<file path="config.mk">
export PLATFORM = sky130hd
export DESIGN_NAME = uart_rx
export DESIGN_NICKNAME = d
export VERILOG_FILES = /design/src/rtl/uart_rx_pkg.sv /design/src/rtl/uart_rx_sync.sv /design/src/rtl/uart_rx.sv
export SDC_FILE = /design/constraint.sdc
export NUM_CORES = 1
export LEC_CHECK = 0
export ABC_AREA = 1
export CELL_PAD_IN_SITES_DETAIL_PLACEMENT = 1
export CELL_PAD_IN_SITES_GLOBAL_PLACEMENT = 1
export CORE_MARGIN = 3
export CORE_UTILIZATION = 39
export CTS_CLUSTER_SIZE = 40
export DETAILED_ROUTE_END_ITERATION = 8
export GPL_TIMING_DRIVEN = 0
export PLACE_DENSITY_LB_ADDON = 0.15
export RECOVER_POWER = 100
export SLEW_MARGIN = 20
export SYNTH_ARGS = -nofsm -noshare
export SYNTH_HDL_FRONTEND = slang
export SYNTH_HIERARCHICAL = 1
export SYNTH_SLANG_ARGS = --single-unit
export TNS_END_PERCENT = 30
</file>
<file path="constraint.sdc">
create_clock -name i_clk -period 1.3 [get_ports i_clk]
set_clock_uncertainty 0.1 [all_clocks]
set_input_delay 0.26 -clock i_clk [delete_from_list [all_inputs] [get_ports i_clk]]
set_output_delay 0.26 -clock i_clk [all_outputs]
set_load 0.02 [all_outputs]
</file>
<file path="src/rtl/uart_rx_pkg.sv">
`default_nettype none
// ============================================================================
// Module   : uart_rx_pkg
// Brief    : Shared UART framing constants and receiver state encoding.
// Revision : 1.0 - initial release
// ============================================================================
package uart_rx_pkg;

  localparam int c_DATA_WIDTH               = 8;
  localparam int c_CLOCKS_PER_BIT_DEFAULT   = 1302;

  typedef enum logic [2:0] {
    ST_IDLE    = 3'd0,
    ST_START   = 3'd1,
    ST_DATA    = 3'd2,
    ST_STOP    = 3'd3,
    ST_CLEANUP = 3'd4
  } rx_state_t;

endpackage
`default_nettype wire

</file>
<file path="src/rtl/uart_rx_sync.sv">
`default_nettype none
// ============================================================================
// Module   : uart_rx_sync
// Brief    : Two-flop synchroniser for asynchronous inputs; resets to 1 (idle line).
// Revision : 1.0 - initial release
// ============================================================================
module uart_rx_sync #(
  parameter int WIDTH = 1
) (
  input  logic             i_clk,
  input  logic             i_rst_n,
  input  logic [WIDTH-1:0] i_d,
  output logic [WIDTH-1:0] o_q
);

  logic [WIDTH-1:0] r_meta;
  logic [WIDTH-1:0] r_sync;

  always_ff @(posedge i_clk or negedge i_rst_n) begin
    if (!i_rst_n) begin
      r_meta <= '1;
      r_sync <= '1;
    end else begin
      r_meta <= i_d;
      r_sync <= r_meta;
    end
  end

  assign o_q = r_sync;

endmodule
`default_nettype wire

</file>
<file path="src/rtl/uart_rx.sv">
`default_nettype none
// ============================================================================
// Module   : uart_rx
// Brief    : 8N1 UART receiver with mid-bit sampling, valid and framing-error pulses.
// Revision : 1.0 - initial release
// ============================================================================
module uart_rx
  import uart_rx_pkg::*;
#(
  parameter int CLOCKS_PER_BIT = c_CLOCKS_PER_BIT_DEFAULT
) (
  input  logic                    i_clk,
  input  logic                    i_rst_n,
  input  logic                    i_rx_serial,
  output logic [c_DATA_WIDTH-1:0] o_rx_data,
  output logic                    o_rx_data_valid,
  output logic                    o_rx_frame_err,
  output logic                    o_rx_active
);

  localparam int                 c_CNT_W = $clog2(CLOCKS_PER_BIT);
  localparam logic [c_CNT_W-1:0] c_HALF  = c_CNT_W'((CLOCKS_PER_BIT - 1) / 2);
  localparam logic [c_CNT_W-1:0] c_LAST  = c_CNT_W'(CLOCKS_PER_BIT - 1);

  if (CLOCKS_PER_BIT < 4) begin : g_bad_divisor
    $error("uart_rx: CLOCKS_PER_BIT must be >= 4");
  end

  logic                    w_rx_s;
  rx_state_t               r_state;
  logic [c_CNT_W-1:0]      r_cnt;
  logic [2:0]              r_idx;
  logic [c_DATA_WIDTH-1:0] r_shift;
  logic [c_DATA_WIDTH-1:0] r_rx_data;
  logic                    r_data_valid;
  logic                    r_frame_err;
  logic                    r_active;

  uart_rx_sync #(
    .WIDTH (1)
  ) u_sync (
    .i_clk   (i_clk),
    .i_rst_n (i_rst_n),
    .i_d     (i_rx_serial),
    .o_q     (w_rx_s)
  );

  always_ff @(posedge i_clk or negedge i_rst_n) begin
    if (!i_rst_n) begin
      r_state      <= ST_IDLE;
      r_cnt        <= '0;
      r_idx        <= '0;
      r_shift      <= '0;
      r_rx_data    <= '0;
      r_data_valid <= 1'b0;
      r_frame_err  <= 1'b0;
      r_active     <= 1'b0;
    end else begin
      // Pulses default low so each one is exactly one cycle wide.
      r_data_valid <= 1'b0;
      r_frame_err  <= 1'b0;
      case (r_state)
        ST_IDLE: begin
          r_cnt    <= '0;
          r_idx    <= '0;
          r_active <= 1'b0;
          if (!w_rx_s) begin
            r_state  <= ST_START;
            r_active <= 1'b1;
          end
        end
        ST_START: begin
          if (r_cnt < c_HALF) begin
            r_cnt <= r_cnt + 1'b1;
          end else if (!w_rx_s) begin
            r_cnt   <= '0;
            r_state <= ST_DATA;
          end else begin
            // Line went back high before mid-start: treat as a glitch.
            r_cnt    <= '0;
            r_active <= 1'b0;
            r_state  <= ST_IDLE;
          end
        end
        ST_DATA: begin
          if (r_cnt < c_LAST) begin
            r_cnt <= r_cnt + 1'b1;
          end else begin
            r_cnt          <= '0;
            r_shift[r_idx] <= w_rx_s;
            if (r_idx < 3'd7) begin
              r_idx <= r_idx + 3'd1;
            end else begin
              r_idx   <= '0;
              r_state <= ST_STOP;
            end
          end
        end
        ST_STOP: begin
          if (r_cnt < c_LAST) begin
            r_cnt <= r_cnt + 1'b1;
          end else begin
            if (w_rx_s) begin
              r_rx_data    <= r_shift;
              r_data_valid <= 1'b1;
            end else begin
              r_frame_err  <= 1'b1;
            end
            r_active <= 1'b0;
            r_cnt    <= '0;
            r_state  <= ST_CLEANUP;
          end
        end
        ST_CLEANUP: begin
          // Hold here through a break so it yields a single framing error.
          if (w_rx_s) begin
            r_state <= ST_IDLE;
          end
        end
        default: begin
          r_cnt    <= '0;
          r_idx    <= '0;
          r_active <= 1'b0;
          r_state  <= ST_IDLE;
        end
      endcase
    end
  end

  assign o_rx_data       = r_rx_data;
  assign o_rx_data_valid = r_data_valid;
  assign o_rx_frame_err  = r_frame_err;
  assign o_rx_active     = r_active;

endmodule
`default_nettype wire
</file>
## Yosys cells after proc, flatten, opt, wreduce, memory -nomap -nowiden

Index checks and enable logic that the tools add are counted.

| storage, ports and cells | value |
|---|---|
| logic and storage cells | 68 |
| input bits | 3 |
| output and inout port bits | 11 |
| flip-flop bits (word level) | 38 |

| operators by class | value |
|---|---|
| magnitude comparators | 5 |
| add/subtract/negate cells | 2 |
| muxes and demuxes | 27 |
| equality and inequality tests | 11 |
| bitwise operators | 3 |
| reduce and logical (&&, ||, !) cells | 10 |

Operator list:

| operator | number |
|---|---|
| one-hot mux 11 bit (3 select lines) | 1 |
| two-way mux 3 bit | 8 |
| two-way mux 11 bit | 2 |
| one-hot mux 3 bit (5 select lines) | 1 |
| adder 11 x 1 -> 11 bit (second input constant) | 1 |
| less-than comparator 11 x 10 -> 1 bit (second input constant) | 1 |
| less-than comparator 11 bit (second input constant) | 1 |
| two-way mux 1 bit | 10 |
| != test 2 bit (second input constant) | 5 |
| bitwise mux 8 bit | 1 |
| equality test 3 x 2 -> 1 bit (second input constant) | 2 |
| one-hot mux 3 bit (2 select lines) | 1 |
| AND reduction 6 bit | 1 |
| less-than comparator 3 x 4 -> 1 bit (second input constant) | 1 |
| != test 2 x 1 -> 1 bit (second input constant) | 2 |
| one-hot mux 1 bit (4 select lines) | 1 |
| AND reduction 2 bit | 2 |
| AND reduction 4 bit | 1 |
| OR reduction 2 bit | 2 |
| adder 3 x 1 -> 3 bit (second input constant) | 1 |
| demux 1 bit (select 3 bit) | 1 |
| equality test 3 x 1 -> 1 bit (second input constant) | 1 |
| equality test 3 bit (second input constant) | 1 |
| greater-or-equal comparator 3 x 1 -> 1 bit (second input constant) | 1 |
| other kinds (7) | 9 |

## Depth between registers and ports, before layout

| logic depth | value |
|---|---|
| depth after elaboration | 5 |
| mapped depth | 9 |
| mapped depth without buffers | 9 |

## Hierarchy

Netlist, hierarchy kept.

By module, submodules not included:

| module | times used | area an instance (um2) | sequential area each (um2) | cells each |
|---|---|---|---|---|
| uart_rx | 1 | 1880.6 | 900.9 | 235 |
| uart_rx_sync | 1 | 52.6 | 52.6 | 2 |

## Worst setup path after synthesis

OpenSTA, ideal clock, no wires.

| path | value |
|---|---|
| kind | reg2reg |
| start | register r_cnt[9] |
| end | register r_shift[0] |
| clock period less this slack | 1.410 ns |
| data required time | 1.072 ns |
| path buffers | 1 |
| arrival | 1.182 ns |
| path slack | -0.110 ns |
| setup time | 0.128 ns |
| cell stages (with the launch flop) | 10 |
| cells stage by stage | dfrtp_1 -> inv_2 -> nand2_2 -> nor2_4 -> nand3b_4 -> nand2_4 -> buf_8 -> nand3_1 -> nand2_1 -> o21ai_1 |

| between the ends | value |
|---|---|
| longest elaborated chain between the ends | 3 |

Ends and longest elaborated chain:

| what | RTL line | RTL |
|---|---|---|
| start: declaration | uart_rx.sv:31 | `logic [c_CNT_W-1:0] r_cnt;` |
| start signal: assignment | uart_rx.sv:74 | `r_cnt <= r_cnt + 1'b1;` |
| start signal: assignment | uart_rx.sv:87 | `r_cnt <= r_cnt + 1'b1;` |
| start signal: assignment | uart_rx.sv:101 | `r_cnt <= r_cnt + 1'b1;` |
| less-than comparator 11 bit | uart_rx.sv:86 | `if (r_cnt < c_LAST) begin` |
| NOT 1 bit (no line) | -- |  |
| AND reduction 2 bit (no line) | -- |  |
| end signal: indexed assignment | uart_rx.sv:90 | `r_shift[r_idx] <= w_rx_s;` |
| end: declaration | uart_rx.sv:33 | `logic [c_DATA_WIDTH-1:0] r_shift;` |

Every way passes these cells.
A chain may end at the register's enable or synchronous reset.

## Worst setup path after layout

| path | value |
|---|---|
| start | register r_cnt[9] |
| end | register r_shift[5] |

Same word-level chain as after synthesis.

==> flow_metrics.py <==
metrics = {
    "clocking": {
        "htree_num_levels": 2,
        "cts_buffer_depth": 2,
        "clkLatencyLatePin_ps": 300,
        "cts_made_buffers": 5,
        "clk_pin_slew_ps": 90,
        "cts_tree": "done",
        "root_buffer": "clkbuf_8",
        "cts.sinks": 38,
    },
    "global_routing": {
        "grt_overflow": 0,
        "grt_pass1_vias": 1838,
        "grt_usage": 0.195,
        "grt_max_degree": 25,
        "grt_first_pass_wirelength_mm": 9.21,
        "grt_antenna_before_repair": 0,
    },
    "logic_synthesis": {
        "synth_cells": 237,
        "synth_cell_type_count": 28,
        "async_flop_share": 1.00,
        "synth-seq-cells": 38,
        "synth.yosys.seq_area_share": 0.493,
        "synth_common_cells": "nand2_1, dfrtp_1, nor2_1",
        "synth_top_area_frac": 0.466,
        "syn_area_sq_um": 1930,
        "ys_top_cells_by_area": "dfrtp_1, nand2_1, nor2_1, nand3_1, inv_1",
        "synth_nets": 242,
        "yosys_warnings": 6,
        "yosysTopAreaCell": "dfrtp_1",
        "avgSynthCellArea_sq_um": 8.16,
        "synth_most_common_cell": "nand2_1",
        "synth_edf_count": 0,
        "ys.flop_type": "dfrtp_1",
    },
    "worst_hold_path": {
        "hold_class": "reg -> reg",
    },
    "status": {
        "violations": "negative setup slack",
        "status": "finished, violations left",
    },
    "critical_path": {
        "crit_required_ps": 1380,
        "slowest_stage": "dfrtp_2",
        "crit_chain": "inv_2, nand2_2, nor2_4, nand3b_4, nand2_4, buf_8, nand3_1, nand2_1, o21ai_1",
        "slowest_delay_ps": 430,
        "crit_fanout": 10,
        "critical_path_class": "reg -> reg",
        "cp-end-kind": "flop",
        "crit_path_start_kind": "flop",
        "worstPathArrival_ps": 1690,
    },
    "sta": {
        "tns_ps": -8330,
        "min_period_over_period": 1.23,
        "setup_viol": 36,
        "hold_ws_ps": 258,
        "drv_slew": 0,
        "tightest_slew_ps": 398,
        "min_period_ps": 1610,
        "hold_violations": 0,
        "rsz0062_at_grt": "true",
        "slew_headroom": 0.734,
        "layout_setup_ws_ps": -305,
        "fmax_mhz": 623,
    },
    "die": {
        "io_pins": 14,
        "start_util": 0.424,
        "rows": 24,
        "die_y_um": 76.4,
        "fp.dieW_um": 76.4,
        "die-area_sq_um": 5840,
        "core_sq_um": 4560,
    },
    "power_and_ir_drop": {
        "vdd_drop_max_v": 0.000504,
        "power.density_nw_per_um2": 986,
        "power_mw": 2.47,
        "p_leak_nw": 1.18,
    },
    "run": {
        "maxCapViolations": 0,
    },
    "drt": {
        "firstDrtPassIters": 4,
        "vias_per_cell": 4.85,
        "wl_met3_um": 94,
        "routedLengthMet1_mm": 2.49,
        "via_count": 1665,
        "wl_per_cell_um": 15.0,
        "route.antenna.remaining_nets": 0,
        "drtIter0Drc": 78,
        "wl_met2_mm": 2.47,
        "routed.top_layer": "met4",
        "routed_wl_mm": 5.13,
        "drc": 0,
    },
    "layout": {
        "layout.nets": 282,
        "post-route-util": 0.549,
        "fillers": 565,
        "drive_gt1_frac": 0.331,
        "final_area_sq_um": 2510,
        "final_cells": 343,
        "synthToLayoutAreaGrowth_pct": 29.6,
        "n_antenna_cell": 0,
    },
    "place": {
        "dp_cells": 316,
        "port_buffers": 13,
        "pre_cts_slack_ps": -396,
        "hpwl_mm": 3.33,
        "dpl-instance-area_sq_um": 2170,
        "place_congestion": 0.791,
    },
}
-- state kept, by name (all words and copies together), names as in the netlist --
register	cells
r_cnt	11
o_rx_data	8
r_shift	8
r_idx	3
r_state	3
o_rx_active	1
o_rx_data_valid	1
o_rx_frame_err	1
u_sync/o_q	1
u_sync/r_meta	1
-- routing by layer --
metal | track usage | vias to the layer above
met5 | 0 | -
met4 | 0.0543 | 0
met3 | 0.0355 | 6
met2 | 0.328 | 19
met1 | 0.257 | 798
li1 | - | 842
-- path summary, 6_finish.rpt --
| kind | from | endpoint | slack (ps) | depth (start not counted) |
|---|---|---|---|---|
| min reg2reg | u_sync/r_meta | u_sync/o_q | 260 | 0 |
| max in group asynchronous | i_rst_n | r_cnt[2] | 120 | 3 |
| min in group asynchronous | i_rst_n | r_cnt[1] | 320 | 2 |
| min | u_sync/r_meta | u_sync/o_q | 260 | 0 |
| max reg2reg | r_cnt[9] | r_shift[5] | -310 | 9 |
| max | r_cnt[9] | r_shift[5] | -310 | 9 |
-- power breakdown --
group | switching, mW | internal [mW] | leakage (nW)
Clock | 0.468 | 0.769 | 0.0683
Sequential | 0.00374 | 1.19 | 0.496
Combinational | 0.0337 | 0.00945 | 0.617
Total | 0.505 | 1.97 | 1.18
-- cell usage in the layout, fill, tap and decap left out, types with 2 or more instances in the layout --
master | netlist | routed
nand2_1 | 76 | 68
dfrtp_1 | 36 | 31
nor2_1 | 31 | 26
buf_4 | 0 | 18
inv_1 | 15 | 12
nand3_1 | 16 | 12
clkbuf_2 | 0 | 11
nand2_2 | 3 | 9
o21ai_1 | 8 | 9
inv_2 | 5 | 7
nor2_4 | 2 | 7
o21ai_0 | 9 | 7
xor2_1 | 5 | 5
nand3_2 | 3 | 5
clkbuf_8 | 0 | 5
dfrtp_2 | 0 | 5
nand4_1 | 4 | 4
nand2_4 | 1 | 3
nor2_2 | 3 | 3
nand3_4 | 1 | 3
nor3_1 | 4 | 3
a21oi_1 | 3 | 2
bufinv_16 | 0 | 2
dlygate4sd3_1 | 0 | 2
dfstp_2 | 2 | 2
-- area by class of cell --
cell class	instances	area [sq um]	share of cell area
Sequential cell	38	960	0.383
Buffer	1	15.0	0.00599
Clock inverter	3	68.8	0.0275
Clock buffer	5	68.8	0.0275
Timing Repair Buffer	33	225	0.0899
Multi-Input combinational cell	177	1000	0.399
Tap cell	65	81.3	0.0325
Inverter	21	86.3	0.0344
-- timing repair --
action	4_1_cts	5_1_grt
hold buffers	1	0
gates resized for setup	52	28
hold endpoints to repair	12	0
pin swaps	19	8
buffers inserted	16	2
setup endpoints to repair	47	43
-- critical path, delay by kind of cell (launching register included) --
| kind | cells | cell delay (ps) |
|---|---|---|
| AO/OA/AOI/OAI | 1 | 60 |
| buffers and inverters | 2 | 230 |
| flip-flops | 1 | 430 |
| AND/OR/NAND/NOR | 6 | 690 |
-- logic make-up after synthesis --
kind of cell | count (synthesis) | synth area share
AOI/OAI and AO/OA | 23 | 0.0693
buffers and inverters | 22 | 0.0498
xor gates and xnor gates | 6 | 0.0272
DFF | 38 | 0.493
and+or+nand+nor | 146 | 0.348
adders and majority gates | 2 | 0.0129
(Power assumes the default switching activity.)
